<file path="config.mk">
export PLATFORM = sky130hd
export DESIGN_NAME = shifter_pipe
export DESIGN_NICKNAME = d
export VERILOG_FILES = /design/src/rtl/shifter_pipe_pkg.sv /design/src/rtl/shifter_stage.sv /design/src/rtl/shifter_pipe.sv
export VERILOG_INCLUDE_DIRS = /design/src /design/src/rtl
export SDC_FILE = /design/constraint.sdc
export NUM_CORES = 1
export LEC_CHECK = 0
export ABC_AREA = 1
export BUFFER_PORTS_ARGS = -buffer_cell sky130_fd_sc_hd__buf_2
export CORE_ASPECT_RATIO = 1.2
export CORE_UTILIZATION = 65
export CTS_BUF_LIST = sky130_fd_sc_hd__clkbuf_2
export DETAILED_ROUTE_END_ITERATION = 8
export PLACE_DENSITY = 0.9
export SLEW_MARGIN = 20
export SYNTH_ARGS = -nofsm -noshare
export SYNTH_HDL_FRONTEND = slang
export SYNTH_HIERARCHICAL = 1
export SYNTH_SLANG_ARGS = --single-unit
</file>
<file path="constraint.sdc">
create_clock -name clk -period 2.5 [get_ports clk]
set_input_delay 0.5 -clock clk [delete_from_list [all_inputs] [get_ports clk]]
set_output_delay 0.5 -clock clk [all_outputs]
set_load 0.02 [all_outputs]
</file>
<file path="src/rtl/shifter_defs.vh">
// Operation encodings shared by the shifter pipeline.
`ifndef SHIFTER_DEFS_VH
`define SHIFTER_DEFS_VH

localparam logic [2:0] OP_ROL = 3'b000;
localparam logic [2:0] OP_SLL = 3'b001;
localparam logic [2:0] OP_SRA = 3'b010;
localparam logic [2:0] OP_SRL = 3'b011;
localparam logic [2:0] OP_ROR = 3'b100;

`endif

</file>
<file path="src/rtl/shifter_pipe_pkg.sv">
// Shared op encodings and helpers for the pipelined barrel shifter.
package shifter_pipe_pkg;

`include "shifter_defs.vh"

  // Codes above ROR are reserved: the result passes through and is flagged.
  function automatic logic isReservedOp(input logic [2:0] op);
    return op > OP_ROR;
  endfunction

endpackage

</file>
<file path="src/rtl/shifter_stage.sv">
// One mux level of the barrel shifter (shift by 2^K) plus its pipeline register.
module shifter_stage
  import shifter_pipe_pkg::*;
#(
  parameter int N = 16,
  parameter int K = 0,
  localparam int C = $clog2(N)
) (
  input  logic         clk,
  input  logic         rst_n,
  input  logic         upValid_i,
  input  logic [N-1:0] upData_i,
  input  logic [C-1:0] upCnt_i,
  input  logic [2:0]   upOp_i,
  input  logic         upSign_i,
  input  logic         upErr_i,
  output logic         dnValid_o,
  input  logic         dnReady_i,
  output logic [N-1:0] dnData_o,
  output logic [C-1:0] dnCnt_o,
  output logic [2:0]   dnOp_o,
  output logic         dnSign_o,
  output logic         dnErr_o
);

  localparam int S = 1 << K;

  logic         valid_q;
  logic [N-1:0] data_q, data_d;
  logic [C-1:0] cnt_q;
  logic [2:0]   op_q;
  logic         sign_q;
  logic         err_q;
  logic         advance;

  // An empty stage always takes new data, even if the stages behind it are stalled.
  assign advance = !valid_q || dnReady_i;

  always_comb begin
    data_d = upData_i;
    if (upCnt_i[K]) begin
      case (upOp_i)
        OP_ROL:  data_d = {upData_i[N-S-1:0], upData_i[N-1:N-S]};
        OP_SLL:  data_d = {upData_i[N-S-1:0], {S{1'b0}}};
        OP_SRA:  data_d = {{S{upSign_i}}, upData_i[N-1:S]};
        OP_SRL:  data_d = {{S{1'b0}}, upData_i[N-1:S]};
        OP_ROR:  data_d = {upData_i[S-1:0], upData_i[N-1:S]};
        default: data_d = upData_i;
      endcase
    end
  end

  // Payload loads only with a valid word so idle-cycle garbage never enters the pipe.
  always_ff @(posedge clk or negedge rst_n) begin
    if (!rst_n) begin
      valid_q <= 1'b0;
      data_q  <= '0;
      cnt_q   <= '0;
      op_q    <= '0;
      sign_q  <= 1'b0;
      err_q   <= 1'b0;
    end else if (advance) begin
      valid_q <= upValid_i;
      if (upValid_i) begin
        data_q <= data_d;
        cnt_q  <= upCnt_i;
        op_q   <= upOp_i;
        sign_q <= upSign_i;
        err_q  <= upErr_i;
      end
    end
  end

  assign dnValid_o = valid_q;
  assign dnData_o  = data_q;
  assign dnCnt_o   = cnt_q;
  assign dnOp_o    = op_q;
  assign dnSign_o  = sign_q;
  assign dnErr_o   = err_q;

endmodule

</file>
<file path="src/rtl/shifter_pipe.sv">
// Pipelined barrel shifter: C single-level stages with a valid/ready handshake.
module shifter_pipe
  import shifter_pipe_pkg::*;
#(
  parameter int N = 16,
  localparam int C = $clog2(N)
) (
  input  logic         clk,
  input  logic         rst_n,
  input  logic         in_valid,
  output logic         in_ready,
  input  logic [N-1:0] In,
  input  logic [C-1:0] Cnt,
  input  logic [2:0]   Op,
  output logic         out_valid,
  input  logic         out_ready,
  output logic [N-1:0] Out,
  output logic         op_err
);

  logic [C:0]        validChain;
  logic [C:0]        readyChain;
  logic [C:0]        signChain;
  logic [C:0]        errChain;
  logic [C:0][N-1:0] dataChain;
  logic [C:0][C-1:0] cntChain;
  logic [C:0][2:0]   opChain;
  logic              unusedTail;

  assign validChain[0] = in_valid;
  assign dataChain[0]  = In;
  assign cntChain[0]   = Cnt;
  assign opChain[0]    = Op;
  assign signChain[0]  = In[N-1];
  assign errChain[0]   = isReservedOp(Op);

  // Ready ripples back from the consumer: stage k can take data if it is empty or stage k+1 moves.
  always_comb begin
    readyChain    = '0;
    readyChain[C] = out_ready;
    for (int k = C - 1; k >= 0; k--) begin
      readyChain[k] = !validChain[k+1] || readyChain[k+1];
    end
  end

  for (genvar k = 0; k < C; k++) begin : gStage
    shifter_stage #(.N(N), .K(k)) uStage (
      .clk       (clk),
      .rst_n     (rst_n),
      .upValid_i (validChain[k]),
      .upData_i  (dataChain[k]),
      .upCnt_i   (cntChain[k]),
      .upOp_i    (opChain[k]),
      .upSign_i  (signChain[k]),
      .upErr_i   (errChain[k]),
      .dnValid_o (validChain[k+1]),
      .dnReady_i (readyChain[k+1]),
      .dnData_o  (dataChain[k+1]),
      .dnCnt_o   (cntChain[k+1]),
      .dnOp_o    (opChain[k+1]),
      .dnSign_o  (signChain[k+1]),
      .dnErr_o   (errChain[k+1])
    );
  end

  assign in_ready  = readyChain[0];
  assign out_valid = validChain[C];
  assign Out       = dataChain[C];
  assign op_err    = errChain[C];

  // Shift control is spent after the last level and is intentionally dropped here.
  assign unusedTail = ^{cntChain[C], opChain[C], signChain[C]};

endmodule
</file>
==> results of run 1 <==
## flip-flops by register name, indices dropped and copies added, names as in the netlist
name / cells
gStage.uStage/dnData_o: 64
gStage.uStage/dnOp_o: 9
gStage.uStage/dnCnt_o: 6
gStage.uStage/dnErr_o: 4
gStage.uStage/dnValid_o: 4
gStage.uStage/dnSign_o: 3
## metrics by stage
stage	setup WS (ns)	hold WS [ns]	utilization, %	power (uW)
after floorplan	0.989	0.204	-	4960
after global placement	0.670	0.419	69.6	5360
after detailed placement	0.608	0.421	69.6	5480
after CTS	0.541	0.133	71.3	6290
after global routing	0.423	0.114	71.3	6860
final	0.572	0.165	71.3	6300
## path summary, 6_finish.rpt
kind                                                         from                                        end  cells after the start
min reg2reg                  gStage[2].uStage/dnErr_o$_DFFE_PN0P_       gStage[3].uStage/dnErr_o$_DFFE_PN0P_                      2
min                                                        Cnt[1]    gStage[0].uStage/dnCnt_o[1]$_DFFE_PN0P_                      2
max                        gStage[3].uStage/dnValid_o$_DFFE_PN0N_                                   in_ready                      4
max in group asynchronous                                   rst_n   gStage[0].uStage/dnData_o[9]$_DFFE_PN0P_                      3
max reg2reg                gStage[1].uStage/dnOp_o[1]$_DFFE_PN0P_  gStage[2].uStage/dnData_o[13]$_DFFE_PN0P_                      6
min in group asynchronous                                   rst_n  gStage[3].uStage/dnData_o[15]$_DFFE_PN0P_                      2
## per-layer routing
layer / global-route usage, % / vias up / share of wire (%)
met3: 4.60 / 34 / 3.6
met5: 0 / - / 0
met2: 54.6 / 143 / 54
li1: - / 2436 / -
met4: 14.2 / 0 / 2.8
met1: 30.3 / 2258 / 40
## final cells by class
type,instances,area (um^2),area share [%]
multi-input cells,547,2660,45.4
flip-flops and latches,90,2250,38.5
clock inverters,6,81.3,1.39
inverters,100,375,6.42
clock buffers,10,50.0,0.856
well taps,114,143,2.44
repair buffers,51,288,4.92
## timing repair
item	CTS	global route
hold buffers	1	0
hold endpoints to repair	23	0
resized for setup	0	0
endpoints found under the setup margin	0	0
## report_power, final
part | leakage [uW] | switching [uW] | total, uW | internal (uW)
Combinational | 0.00199 | 1880 | 2920 | 1050
Clock | 0.0000810 | 471 | 800 | 329
Sequential | 0.00109 | 564 | 2580 | 2010
Total | 0.00316 | 2910 | 6300 | 3390
## placed cells by master, fill, tap and decap left out, types with 2 or more instances in the layout
| master | count |
|---|---|
| inv_1 | 97 |
| o21bai_2 | 4 |
| bufinv_16 | 2 |
| clkbuf_2 | 10 |
| buf_2 | 44 |
| nand3_1 | 82 |
| a21oi_2 | 21 |
| o21ai_4 | 3 |
| nor2_1 | 48 |
| buf_4 | 5 |
| nand2_4 | 4 |
| dfrtp_1 | 90 |
| nor2_4 | 2 |
| nand2_1 | 272 |
| a21oi_1 | 43 |
| o21bai_1 | 4 |
| o21ai_0 | 9 |
| nor2_2 | 26 |
| mux2_2 | 12 |
| nand2_2 | 14 |
| clkinv_1 | 2 |
| inv_2 | 3 |
## worst register-to-register path, delay by kind of cell (launching register included)
kind | cells | cell delay [ns]
AO/OA/AOI/OAI | 1 | 0.40
flip-flops | 1 | 0.54
AND/OR/NAND/NOR | 5 | 0.77
==> flow_summary_export.csv, run 1 <==
group,metric,value,unit
cts,clkSinkCount,90,
pwr,powerDensity,1080,mW/mm^2
global_routing,track_usage,28.5,%
layout,stdcell_area,0.00584,mm^2
global_routing,grt-ovfl-total,0,
run,maxCapViolations,0,
synthesis,synthesis.area,0.00557,mm^2
timing,fmax,519,MHz
floorplanning,num_rows,36,
synthesis,syn_area_per_cell,7.18,um^2
critical_path,crit_path_cell_trace,"inv_1, nor2_2, nand4_1, buf_2",
timing,max_slew_margin,48.4,%
critical_path,crit_buf_inv,2,
critical_path,worstPathRequired,2.00,ns
timing,finalCritPeriodShare,77.1,%
place,place_inst,901,
detailed_routing,vias_per_cell,5.31,
layout,drive_gt1_share,19.2,%
detailed_routing,drc,0,
critical_path,r2r_slack,0.72,ns
detailed_routing,drtIter0Drc,328,
place,port_buffers,45,
floorplanning,die_x,86.5,um
layout,layout.nets,826,
detailed_routing,drt-wirelength-per-cell,12.5,um
timing,fin_crit,1.93,ns
cts,cts-root-buf,"clkbuf_2",
timing,rsz0062_at_grt,"false",
synthesis,syn-instance-count,775,
global_routing,grt_pass1_vias,4597,
synthesis,syn_nets,802,
critical_path,critPathKind,"flop to primary output",
critical_path,critPathArrivalTime,1.43,ns
global_routing,grt_pass1_wl,20.0,mm
cts,clockBufferDepth,2,
floorplanning,coreArea,0.00820,mm^2
critical_path,crit_path_top_delay_cell,"dfrtp_1",
critical_path,start_kind,"flop",
layout,fill_cells,651,
floorplanning,dieArea,0.00894,mm^2
critical_path,crit_family,"flip-flops",
critical_path,cp_max_fo,4,
outcome,status,"complete, no violations",
cts,cts_htree_levels,3,
synthesis,yosys_warnings,6,
cts,numCtsBuffers,9,
cts,path_clk_slew,0.21,ns
detailed_routing,wirelength,11.5,mm
timing,finalMaxSlewViolations,0,
layout,syn2layout_area_growth,4.99,%
global_routing,antenna_found_initial,0,
worst_hold_path,hold_class,"input pin to flop",
detailed_routing,drt_first_pass_iters,6,
place,gp_congestion,0.929,
global_routing,grt_max_degree,44,
critical_path,slowest_delay,0.43,ns
timing,setup_tns,0,ns
timing,clock_skew,0.0155,ns
layout,stdcell_count,918,
critical_path,end_kind,"primary output",
floorplanning,die_h,103,um
cts,cts_tree,"yes",
floorplanning,ios,46,
cts,cts_setup_buffers,0,
place,dpl_cell_area,0.00570,mm^2
detailed_routing,vias,4871,
detailed_routing,antenna_left,0,
timing,hold_viol,0,
timing,tightest_slew,0.771,ns
timing,finalSetupViolations,0,
cts,clk_latency,0.55,ns
pwr,p_leak,0.00316,uW
layout,n_antenna_cell,0,
floorplanning,start_util,67.9,%
place,dp_hpwl,8.45,mm
pwr,vdd_drop_max,0.000447,V
(Power assumes the default switching activity.)
==> run 2: changes to the inputs <==
Settings changed: CORE_UTILIZATION 65 to 63, PLACE_DENSITY 0.9 to 0.88.
Clock period 2.5 ns to 1.9 ns, I/O delays scaled along.
==> flow_summary_export.csv, run 2 (synthesized netlist as in run 1, its figures left out) <==
group,metric,value,unit
layout,drive_gt1_share,19.7,%
critical_path,worstPathRequired,1.52,ns
layout,stdcell_count,929,
critical_path,r2r_slack,0.24,ns
outcome,status,"complete, no violations",
layout,fill_cells,713,
floorplanning,start_util,65.0,%
timing,max_slew_margin,45.6,%
detailed_routing,vias,4811,
layout,n_antenna_cell,0,
worst_hold_path,hold_class,"input pin to flop",
pwr,powerDensity,1360,mW/mm^2
critical_path,rr_startpoint,"gStage[0].uStage/dnOp_o[2]$_DFFE_PN0P_",
pwr,pwr-share-clk,9.4,%
critical_path,cp_max_fo,4,
timing,rsz0062_at_grt,"true",
critical_path,critPathArrivalTime,1.40,ns
critical_path,crit_path_top_delay_cell,"dfrtp_1",
critical_path,start_kind,"flop",
global_routing,grt_max_degree,45,
detailed_routing,drt_first_pass_iters,5,
pwr,p_int,4280,uW
cts,path_clk_slew,0.22,ns
pwr,vdd_drop_max,0.000530,V
timing,worst_hold_slack,0.0663,ns
global_routing,grt_pass1_wl,19.9,mm
global_routing,antenna_found_initial,0,
floorplanning,ios,46,
pwr,p_leak,0.00319,uW
cts,numCtsBuffers,9,
floorplanning,die_x,87.8,um
timing,clock_skew,0.0215,ns
cts,cts_tree,"yes",
place,port_buffers,45,
place,place_inst,911,
pwr,swShare,46.9,%
layout,final_common_cell,"nand2_1",
detailed_routing,vias_per_cell,5.18,
global_routing,grt-ovfl-total,0,
floorplanning,coreArea,0.00856,mm^2
layout,layout.nets,835,
place,dp_hpwl,8.41,mm
worst_hold_path,hold_path.startpoint,"Cnt[3]",
critical_path,end_kind,"primary output",
layout,largest_reg_flops,64,
floorplanning,dieArea,0.00922,mm^2
detailed_routing,antenna_left,0,
critical_path,slowest_delay,0.42,ns
floorplanning,die_h,105,um
pwr,power.switching,3780,uW
cts,cts-root-buf,"clkbuf_2",
cts,cts_htree_levels,3,
cts,clockBufferDepth,2,
pwr,seqPwrFrac,41.9,%
detailed_routing,wirelength,11.1,mm
timing,fin_crit,1.78,ns
critical_path,critPathKind,"flop to primary output",
detailed_routing,drt-wirelength-per-cell,11.9,um
cts,clkSinkCount,90,
place,gp_congestion,0.913,
critical_path,cp-startpoint,"gStage[3].uStage/dnValid_o$_DFFE_PN0N_",
global_routing,track_usage,27.2,%
timing,fmax,561,MHz
timing,finalSetupViolations,0,
pwr,combPwrFrac,48.7,%
cts,clk_latency,0.55,ns
floorplanning,num_rows,37,
run,maxCapViolations,0,
detailed_routing,drtIter0Drc,318,
timing,finalMaxSlewViolations,0,
layout,mostFrequentLayoutCells,"272 x nand2_1, 97 x inv_1, 90 x dfrtp_1",
timing,hold_viol,0,
global_routing,grt_pass1_vias,4664,
critical_path,crit_path_cell_trace,"inv_1, nor2_4, nand4_1, buf_2",
detailed_routing,drc,0,
timing,tightest_slew,0.814,ns
timing,finalCritPeriodShare,93.7,%
layout,syn2layout_area_growth,6.11,%
## run 2: cell types whose count changed in the layout (fill, tap and decap cells not counted)
cell	delta
buf_12	+3
buf_4	+4
bufinv_16	-2
clkbuf_2	+1
clkinv_4	-1
clkinvlp_4	+1
dlygate4sd3_1	+2
nor2_2	-1
nor2_4	+1
## run 2: worst paths after layout
check	to	depth (start not counted)
min in group asynchronous	gStage[3].uStage/dnData_o[13]$_DFFE_PN0P_	2
setup / recovery	in_ready	4
setup reg to reg	gStage[1].uStage/dnData_o[14]$_DFFE_PN0P_	7
hold / removal	gStage[0].uStage/dnCnt_o[3]$_DFFE_PN0P_	2
hold reg to reg	gStage[3].uStage/dnErr_o$_DFFE_PN0P_	2
max in group asynchronous	gStage[3].uStage/dnData_o[6]$_DFFE_PN0P_	3
## run 2: area by class of cell
class	instances	area (um^2)	share of cell area (%)
inverter	100	375	6.35
sequential	90	2250	38.1
clock buffer	11	55.1	0.932
multi-input combinational	547	2660	45.0
tap	117	146	2.48
clock inverter	4	20.0	0.339
timing repair buffer	60	398	6.74
## run 2: what timing repair did
item,4_1_cts,5_1_grt
gates resized for setup,0,1
endpoints found under the hold margin,40,2
buffers inserted,0,0
hold buffers,1,2
setup endpoints to repair,0,1
## run 2: worst max-delay path: cells and delay by family, from the launching register on
kind / cells / cell delay (ns)
DFF: 1 / 0.42
buffers and inverters: 2 / 0.25
and+or+nand+nor: 2 / 0.19
## run 2: routing by layer
layer	wire, um	GRT usage (%)
met5	0	0
met3	304	3.95
met1	4520	30.4
met2	5870	48.3
met4	356	14.6
## run 2: stage by stage
step | worst slack, ns | setup TNS [ns] | area (um^2) | total power [uW] | utilization, %
5_1_grt | -0.0224 | -0.0224 | 5910 | 8840 | 69.0
2_1_floorplan | 0.389 | 0 | 5570 | 6530 | -
3_5_place_dp | 0.210 | 0 | 5800 | 7310 | 67.7
6_report | 0.119 | 0 | 5910 | 8060 | 69.0
4_1_cts | 0.0454 | 0 | 5880 | 8070 | 68.7
3_3_place_gp | 0.295 | 0 | 5800 | 7160 | 67.7
## run 2: power by group through the flow
stage	registers, uW	logic, uW	clock network, uW
floorplan	3440	3090	0
global placement	3390	3770	0
detailed placement	3430	3890	0
CTS	3380	3910	777
global route	3490	4480	866
finish	3380	3930	755
==> run 3: changes to the inputs <==
Settings changed: PLACE_DENSITY 0.88 to not set, PLACE_DENSITY_LB_ADDON set to 0.12.
==> flow_summary_export.csv, run 3 (synthesized netlist as in run 1, its figures left out) <==
group,metric,value,unit
timing,finalMaxSlewViolations,0,
timing,finalSetupViolations,0,
layout,largest_reg_flops,64,
detailed_routing,antenna_left,0,
floorplanning,die_h,105,um
floorplanning,dieArea,0.00922,mm^2
detailed_routing,drt_first_pass_iters,5,
detailed_routing,vias_per_cell,5.11,
global_routing,grt_max_degree,39,
timing,max_slew_margin,64.3,%
pwr,seqPwrFrac,41.2,%
layout,n_antenna_cell,0,
global_routing,grt_pass1_vias,4525,
critical_path,critPathKind,"flop to primary output",
global_routing,track_usage,27.8,%
global_routing,antenna_found_initial,0,
timing,finalWorstSetupSlack,0.121,ns
timing,hold_viol,0,
critical_path,worstPathRequired,1.52,ns
detailed_routing,wirelength,11.5,mm
global_routing,grt_pass1_wl,19.9,mm
layout,drive_gt1_share,19.9,%
critical_path,critPathArrivalTime,1.40,ns
cts,clkSinkCount,90,
pwr,powerDensity,1390,mW/mm^2
pwr,swShare,46.8,%
floorplanning,coreArea,0.00856,mm^2
global_routing,grt-ovfl-total,0,
worst_hold_path,worstHoldEndpoint,"gStage[3].uStage/dnValid_o$_DFFE_PN0N_",
pwr,combPwrFrac,47.5,%
layout,final_common_cell,"nand2_1",
timing,fmax,562,MHz
pwr,finalPower,8320,uW
run,maxCapViolations,0,
layout,layout.nets,836,
detailed_routing,drc,0,
cts,cts-root-buf,"clkbuf_2",
critical_path,rr_worst_depth,6,
critical_path,start_kind,"flop",
timing,tightest_slew,0.536,ns
worst_hold_path,hold_depth,4,
floorplanning,die_x,87.8,um
critical_path,r2r_slack,0.27,ns
detailed_routing,vias,4753,
place,dpl_cell_area,0.00580,mm^2
cts,numCtsBuffers,9,
cts,cts_htree_levels,3,
cts,cts_tree,"yes",
layout,multiInputGateArea,0.00266,mm^2
timing,finalCritPeriodShare,93.6,%
cts,clk_latency,0.58,ns
layout,stdcell_area,0.00597,mm^2
layout,mostFrequentLayoutCells,"272 x nand2_1, 97 x inv_1, 90 x dfrtp_1",
detailed_routing,drtIter0Drc,254,
floorplanning,num_rows,37,
layout,syn2layout_area_growth,7.22,%
critical_path,end_kind,"primary output",
critical_path,cp-startpoint,"gStage[3].uStage/dnValid_o$_DFFE_PN0N_",
pwr,p_int,4430,uW
place,pre_cts_ws,0.305,ns
timing,worst_hold_slack,0.0918,ns
pwr,vdd_drop_max,0.000647,V
critical_path,rr_startpoint,"gStage[1].uStage/dnOp_o[0]$_DFFE_PN0P_",
pwr,power.switching,3890,uW
layout,regArea,0.00225,mm^2
critical_path,worstReg2RegEnd,"gStage[2].uStage/dnData_o[5]$_DFFE_PN0P_",
critical_path,cp_max_fo,4,
place,gp_congestion,0.970,
timing,fin_crit,1.78,ns
layout,fill_cells,800,
timing,clock_skew,0.0387,ns
place,dp_hpwl,8.76,mm
floorplanning,start_util,65.0,%
floorplanning,ios,46,
layout,stdcell_count,931,
pwr,pwr-share-clk,11.3,%
detailed_routing,drt-wirelength-per-cell,12.4,um
pwr,p_leak,0.00322,uW
cts,clockBufferDepth,2,
outcome,status,"complete, no violations",
cts,path_clk_slew,0.22,ns
place,place_inst,910,
place,port_buffers,45,
worst_hold_path,hold_class,"input pin to flop",
worst_hold_path,hold_path.startpoint,"out_ready",
==> run 3: worst max-delay path, cell delays in order (launching register included) <==
cell     delay, ns
dfrtp_1       0.41
inv_1         0.07
nor2_4        0.11
nand4_1       0.09
buf_2         0.17
==> run 3: routing by layer <==
layer / global-route usage [%] / up-vias / share of wire [%]
met5: 0 / - / 0
li1: - / 2464 / -
met1: 29.6 / 2158 / 40
met2: 51.1 / 105 / 54
met3: 4.19 / 26 / 2.5
met4: 15.1 / 0 / 4.0
==> run 3: worst max path at each step <==
| stage | depth (start not counted) | endpoint | slack, ns |
|---|---|---|---|
| finish | 4 | in_ready | 0.12 |
| global route | 4 | in_ready | -0.007 |
| CTS | 4 | in_ready | 0.03 |
| detailed placement | 10 | gStage[1].uStage/dnData_o[8]$_DFFE_PN0P_ | 0.30 |
| global placement | 6 | gStage[2].uStage/dnData_o[7]$_DFFE_PN0P_ | 0.34 |
| floorplan | 9 | gStage[0].uStage/dnValid_o$_DFFE_PN0N_ | 0.39 |
==> run 3: cell type report <==
type / instances / share of cell area [%]
Clock inverter: 7 / 1.15
Inverter: 100 / 6.29
Sequential cell: 90 / 37.7
Clock buffer: 9 / 0.755
Timing Repair Buffer: 61 / 7.04
Tap cell: 117 / 2.45
Multi-Input combinational cell: 547 / 44.6
==> run 3: through the flow <==
stage	TNS (ns)	util, %
after floorplan	0	-
after global placement	0	67.7
after detailed placement	0	67.7
after CTS	0	69.6
after global routing	-0.00679	69.7
final	0	69.7
==> run 3: what timing repair did <==
item                       CTS  global route
setup endpoints to repair    1             1
gates resized for setup      0             1
hold endpoints to repair    36             0
hold buffers                 4             0
pin swaps                    0             0
buffers inserted             1             0
==> run 3: power groups by stage <==
| stage | logic (uW) | registers (uW) | clock network [uW] |
|---|---|---|---|
| after CTS | 3960 | 3430 | 972 |
| after detailed placement | 3910 | 3480 | 0 |
| after global placement | 3830 | 3460 | 0 |
| after global routing | 4520 | 3550 | 1060 |
| after floorplan | 3090 | 3440 | 0 |
| final | 3960 | 3430 | 937 |
